### src/rtl/tl_ul_arb2.sv
// Two-master TL-UL arbiter: round-robin A-channel grant into a one-entry stage
// register, combinational D routing by source MSB, per-master outstanding limits.
module tl_ul_arb2 #(
  parameter int MAX_OUTSTANDING = 2
) (
  input  logic        clock,
  input  logic        reset_n,
  input  logic        m0_a_valid,
  output logic        m0_a_ready,
  input  logic [2:0]  m0_a_opcode,
  input  logic [2:0]  m0_a_param,
  input  logic [1:0]  m0_a_size,
  input  logic        m0_a_source,
  input  logic [31:0] m0_a_address,
  input  logic [3:0]  m0_a_mask,
  input  logic [31:0] m0_a_data,
  input  logic        m1_a_valid,
  output logic        m1_a_ready,
  input  logic [2:0]  m1_a_opcode,
  input  logic [2:0]  m1_a_param,
  input  logic [1:0]  m1_a_size,
  input  logic        m1_a_source,
  input  logic [31:0] m1_a_address,
  input  logic [3:0]  m1_a_mask,
  input  logic [31:0] m1_a_data,
  output logic        m0_d_valid,
  input  logic        m0_d_ready,
  output logic [2:0]  m0_d_opcode,
  output logic [1:0]  m0_d_param,
  output logic [1:0]  m0_d_size,
  output logic        m0_d_source,
  output logic        m0_d_denied,
  output logic        m0_d_corrupt,
  output logic [31:0] m0_d_data,
  output logic        m1_d_valid,
  input  logic        m1_d_ready,
  output logic [2:0]  m1_d_opcode,
  output logic [1:0]  m1_d_param,
  output logic [1:0]  m1_d_size,
  output logic        m1_d_source,
  output logic        m1_d_denied,
  output logic        m1_d_corrupt,
  output logic [31:0] m1_d_data,
  output logic        s_a_valid,
  input  logic        s_a_ready,
  output logic [2:0]  s_a_opcode,
  output logic [2:0]  s_a_param,
  output logic [1:0]  s_a_size,
  output logic [1:0]  s_a_source,
  output logic [31:0] s_a_address,
  output logic [3:0]  s_a_mask,
  output logic [31:0] s_a_data,
  input  logic        s_d_valid,
  output logic        s_d_ready,
  input  logic [2:0]  s_d_opcode,
  input  logic [1:0]  s_d_param,
  input  logic [1:0]  s_d_size,
  input  logic [1:0]  s_d_source,
  input  logic        s_d_denied,
  input  logic        s_d_corrupt,
  input  logic [31:0] s_d_data,
  output logic        err_orphan,
  output logic        busy
);

  localparam logic [1:0] MAX_CNT = 2'(MAX_OUTSTANDING);

  // A response for a master with nothing outstanding must not wrap the count.
  function automatic logic [1:0] cnt_step(input logic [1:0] cnt, input logic inc,
                                          input logic dec);
    logic dec_ok;
    dec_ok = dec & (cnt != 2'd0);
    case ({inc, dec_ok})
      2'b10:   cnt_step = cnt + 2'd1;
      2'b01:   cnt_step = cnt - 2'd1;
      default: cnt_step = cnt;
    endcase
  endfunction

  logic        rr;
  logic [1:0]  cnt_0, cnt_1;
  logic        elig_0, elig_1, win_1, room;
  logic        acc_0, acc_1, acc_any;
  logic        d_to_1, d_fire, dec_0, dec_1, orph_hit;
  logic [2:0]  sel_opcode, sel_param;
  logic [1:0]  sel_size;
  logic        sel_source;
  logic [31:0] sel_address, sel_data;
  logic [3:0]  sel_mask;

  logic        stg_vld_p1;
  logic [2:0]  stg_opcode_p1, stg_param_p1;
  logic [1:0]  stg_size_p1, stg_source_p1;
  logic [31:0] stg_address_p1, stg_data_p1;
  logic [3:0]  stg_mask_p1;

  always_comb begin
    elig_0  = m0_a_valid & (cnt_0 < MAX_CNT);
    elig_1  = m1_a_valid & (cnt_1 < MAX_CNT);
    win_1   = rr ? elig_1 : (elig_1 & ~elig_0);
    room    = ~stg_vld_p1 | s_a_ready;
    acc_0   = reset_n & elig_0 & ~win_1 & room;
    acc_1   = reset_n & win_1 & room;
    acc_any = acc_0 | acc_1;

    sel_opcode  = win_1 ? m1_a_opcode  : m0_a_opcode;
    sel_param   = win_1 ? m1_a_param   : m0_a_param;
    sel_size    = win_1 ? m1_a_size    : m0_a_size;
    sel_source  = win_1 ? m1_a_source  : m0_a_source;
    sel_address = win_1 ? m1_a_address : m0_a_address;
    sel_mask    = win_1 ? m1_a_mask    : m0_a_mask;
    sel_data    = win_1 ? m1_a_data    : m0_a_data;
  end

  assign m0_a_ready = acc_0;
  assign m1_a_ready = acc_1;

  // D channel: pure routing, outputs forced quiet while reset is held.
  assign d_to_1     = s_d_source[1];
  assign m0_d_valid = reset_n & s_d_valid & ~d_to_1;
  assign m1_d_valid = reset_n & s_d_valid & d_to_1;
  assign s_d_ready  = reset_n & (d_to_1 ? m1_d_ready : m0_d_ready);
  assign d_fire     = s_d_valid & s_d_ready;
  assign dec_0      = d_fire & ~d_to_1;
  assign dec_1      = d_fire & d_to_1;
  assign orph_hit   = (dec_0 & (cnt_0 == 2'd0)) | (dec_1 & (cnt_1 == 2'd0));

  assign m0_d_opcode  = s_d_opcode;
  assign m0_d_param   = s_d_param;
  assign m0_d_size    = s_d_size;
  assign m0_d_source  = s_d_source[0];
  assign m0_d_denied  = s_d_denied;
  assign m0_d_corrupt = s_d_corrupt;
  assign m0_d_data    = s_d_data;
  assign m1_d_opcode  = s_d_opcode;
  assign m1_d_param   = s_d_param;
  assign m1_d_size    = s_d_size;
  assign m1_d_source  = s_d_source[0];
  assign m1_d_denied  = s_d_denied;
  assign m1_d_corrupt = s_d_corrupt;
  assign m1_d_data    = s_d_data;

  // Stage p1: one-entry A register, refilled in the same cycle it drains.
  always_ff @(posedge clock or negedge reset_n) begin
    if (!reset_n) begin
      rr             <= 1'b0;
      cnt_0          <= 2'd0;
      cnt_1          <= 2'd0;
      err_orphan     <= 1'b0;
      stg_vld_p1     <= 1'b0;
      stg_opcode_p1  <= 3'd0;
      stg_param_p1   <= 3'd0;
      stg_size_p1    <= 2'd0;
      stg_source_p1  <= 2'd0;
      stg_address_p1 <= 32'd0;
      stg_mask_p1    <= 4'd0;
      stg_data_p1    <= 32'd0;
    end else begin
      cnt_0 <= cnt_step(cnt_0, acc_0, dec_0);
      cnt_1 <= cnt_step(cnt_1, acc_1, dec_1);
      if (orph_hit) err_orphan <= 1'b1;
      if (acc_any) begin
        rr             <= ~win_1;
        stg_vld_p1     <= 1'b1;
        stg_opcode_p1  <= sel_opcode;
        stg_param_p1   <= sel_param;
        stg_size_p1    <= sel_size;
        stg_source_p1  <= {win_1, sel_source};
        stg_address_p1 <= sel_address;
        stg_mask_p1    <= sel_mask;
        stg_data_p1    <= sel_data;
      end else if (s_a_ready) begin
        stg_vld_p1 <= 1'b0;
      end
    end
  end

  assign s_a_valid   = stg_vld_p1;
  assign s_a_opcode  = stg_opcode_p1;
  assign s_a_param   = stg_param_p1;
  assign s_a_size    = stg_size_p1;
  assign s_a_source  = stg_source_p1;
  assign s_a_address = stg_address_p1;
  assign s_a_mask    = stg_mask_p1;
  assign s_a_data    = stg_data_p1;

  assign busy = stg_vld_p1 | (cnt_0 != 2'd0) | (cnt_1 != 2'd0);

endmodule

### config.mk
export PLATFORM = sky130hd
export DESIGN_NAME = tl_ul_arb2
export DESIGN_NICKNAME = d
export VERILOG_FILES = /design/src/rtl/tl_ul_arb2.sv
export SDC_FILE = /design/constraint.sdc
export NUM_CORES = 1
export LEC_CHECK = 0
export CAP_MARGIN = 10
export CELL_PAD_IN_SITES_DETAIL_PLACEMENT = 2
export CELL_PAD_IN_SITES_GLOBAL_PLACEMENT = 2
export CORE_UTILIZATION = 21
export CTS_CLUSTER_SIZE = 12
export DETAILED_ROUTE_END_ITERATION = 10
export GPL_ROUTABILITY_DRIVEN = 0
export PLACE_DENSITY_LB_ADDON = 0.2
export SETUP_SLACK_MARGIN = 0.4
export SLEW_MARGIN = 10
export SYNTH_ARGS = -nofsm -noshare
export SYNTH_HDL_FRONTEND = slang
export SYNTH_SLANG_ARGS = --single-unit
### constraint.sdc
create_clock -name clock -period 3.3 [get_ports clock]
set_input_delay 0.33 -clock clock [delete_from_list [all_inputs] [get_ports clock]]
set_output_delay 0.33 -clock clock [all_outputs]
set_load 0.02 [all_outputs]
==> results.md <==
- Worst Tran Pin Value: just under 1 ns
- Required @ worst endpoint: a little under 3 ns
- Endpoint kind of the worst setup timing path: primary output
- Final Hold Viols: 0
- Register-to-register setup slack: 1.13 ns
- Slew HR: 0.347
- Post-Route Setup TNS: 0 ns
- Max-cap violation count: 0
- Avg Vias per Cell: between 4 and 5
- Leak: roughly 3.6 nW
- Drc violations: 0
- Router iterations before antenna repair: 4
- Post_cts resized: 0
- Post-Syn Instances: roughly 630
- Synth top area share: 0.365
- Final core occ: 0.303
- Placed cell area: between 7000 and 8000 um2
- Routed Antenna Nets: 0
- Nets: ~960
- WL/cell: between 20 and 25 um
- Post-synth cell types: just over 40
- Fmax: roughly 400 MHz
- Vias: slightly above 5,000
- Hold-fix buffers, CTS: 1
- CTS sink cnt: 85
- Final setup fails: 0
- Vias in the first global route: around 6,000
- Avg Inst Size Synth: 9.29 um2
- Initial antenna violation count: 5
- Maximum VDD drop: around 0.00029 V
- Warnings, synthesis: 0
- #FFs+latches synth: between 80 and 90
- Maximum root-to-sink buffer count: 2
- P&R area growth vs syn: 41.1%
- Number of I/O pins: around 380
- GRT Resource Usage Total: 0.167
- H-Tree Level Count: 3
- Most frequently used flop master after synthesis: dfrtp_1
- Initial Util: 0.215
- Core ar.: between 20,000 and 30,000 um2
- Die height: approximately 170 um
- Post-synth top area cell: dfrtp_1
- Max Fanout on Critical Path: 29
- Period utilization: 0.740
- Root Buffer: clkbuf_16
- Fin crit period: 2.44 ns
- Crit Path Class: in2out
- IO buf count: 248
- Dpl hpwl: between 15,000 and 20,000 um
- Largest net degree at the start of global routing: around 160
- First-pass GRT wire length: 36,300 um
- RSZ-0062 raised after global routing: no
- Status: finished, final reports clean
- Final Instance Area: 8220 um2
- Async SR Flop Fraction: 1.00
- WL final: 23,700 um
- Rows: 60
- Grt ovf: 0
- Max-slew violations: 0
- CTS tree: done
- Cell Area, Synth: 5830 um2
- Clock transition at path regs: about 0.060 ns
- Layout cells sized above 1: 0.0887
- PwrDens: between 700 and 800 nW/um2
- Num CTS Buffers: 9
- Worst-Skew Late Latency: 0.35 ns
- Setup crit start kind: input pin
- DRT iter0 DRCs: 188
- Net count after synthesis: between 800 and 900
- CP Data Arrival Time: between 2 and 2.5 ns
- Die area: between 20,000 and 30,000 um2
- Die X: 169 um
- Clock Skew: a little over 0.008 ns
- Min-delay worst type: in2reg
- Synth area leaders: dfrtp_1 37%, buf_4 11%, and3b_1 9.3%
- Post CTS Setup Buffer Count: 0
- Sequential area share after synthesis: 0.365
- Post-synth EDFFs: 0
[report_power, final]
group | internal, mW | switching [mW] | leakage (nW)
Combinational | 1.61 | 1.77 | 2.43
Sequential | 1.54 | 0.356 | 1.02
Clock | 0.507 | 0.451 | 0.125
[cells in the mapped netlist, types with 2 or more instances]
master and instances:
nor2_1 5, o221a_2 15, nand4_1 78, buf_2 18
dfrtp_1 85, xor2_1 2, buf_12 2, clkbuf_2 2
buf_4 85, buf_6 3, buf_1 6, clkbuf_1 29
nor3b_1 15, o221ai_1 43, ha_1 2, o221ai_2 19
and3b_1 62, xnor2_1 4, nand2_1 2, inv_1 128
nand3_1 2
[layout make-up]
| type | instances | area, um2 |
|---|---|---|
| Timing Repair Buffer | 259 | 2600 |
| Antenna cell | 3 | 7.51 |
| Inverter | 128 | 480 |
| Multi-Input combinational cell | 268 | 2280 |
| Clock buffer | 11 | 233 |
| Clock inverter | 4 | 26.3 |
| Sequential cell | 85 | 2130 |
| Tap cell | 372 | 465 |
| Fill cell | 3001 | 18900 |
[state kept, by name, indices dropped and copies added (netlist names)]
name         count
err_orphan       1
s_a_valid        1
rr               1
s_a_mask         4
s_a_source       2
cnt_0            2
s_a_data        32
s_a_param        3
s_a_size         2
s_a_opcode       3
cnt_1            2
s_a_address     32
[metal layers]
layer  global-route usage  routed length, um  vias up
li1                     -                  -     2370
met1                0.196               9860     2567
met2                0.290              11900      171
met3               0.0362               1410       54
met4               0.0775                589        2
met5                    0                  9        -
[critical path, cell delays in order]
cell and delay (ns):
clkdlybuf4s50_1 0.47, nand2b_4 0.37, nand4_1 0.23, inv_1 0.09, clkdlybuf4s50_1 0.61
[placed cells by master (no fill, tap or decap), drive strengths merged, types with 2 or more instances in the layout]
cell type and instances:
and3b 62, buf 12, clkbuf 11, clkdlybuf4s50 246, clkinv 3, dfrtp 85
diode 3, ha 2, inv 128, nand2 2, nand2b 2, nand3 2
nand4 78, nor2 5, nor2b 3, nor3b 15, o221a 15, o221ai 62
xnor2 4, xor2 2
[cell families after synthesis]
kind of cell             synth area share
buffers and inverters               0.247
AND/OR/NAND/NOR                     0.218
flip-flops                          0.365
AO/OA/AOI/OAI                       0.155
XOR/XNOR                          0.00902
adder cells (fa/ha/maj)           0.00429
multiplexers                      0.00172
[path summary, 6_finish.rpt]
kind                                    start              end  cells after the start
worst max-delay path                s_a_ready       m1_a_ready                      5
worst min register to register  s_a_source[1]    s_a_source[1]                      1
max in group asynchronous             reset_n  s_a_address[26]                      3
worst max register to register       cnt_1[1]     s_a_data[25]                      4
min in group asynchronous             reset_n         cnt_0[1]                      2
worst min-delay path               m1_a_valid    s_a_source[1]                      3
[metrics by stage]
stage,total power [mW],hold slack (ns),setup WS (ns),instances
final,6.23,0.316,0.858,1130
after global routing,6.63,0.327,0.731,1129
after CTS,6.36,0.307,0.816,1127
after detailed placement,5.37,0.203,0.809,1111
after global placement,5.25,0.199,0.850,1111
after floorplan,3.85,0.0344,1.39,627
Power figures use the tool's default switching activity.
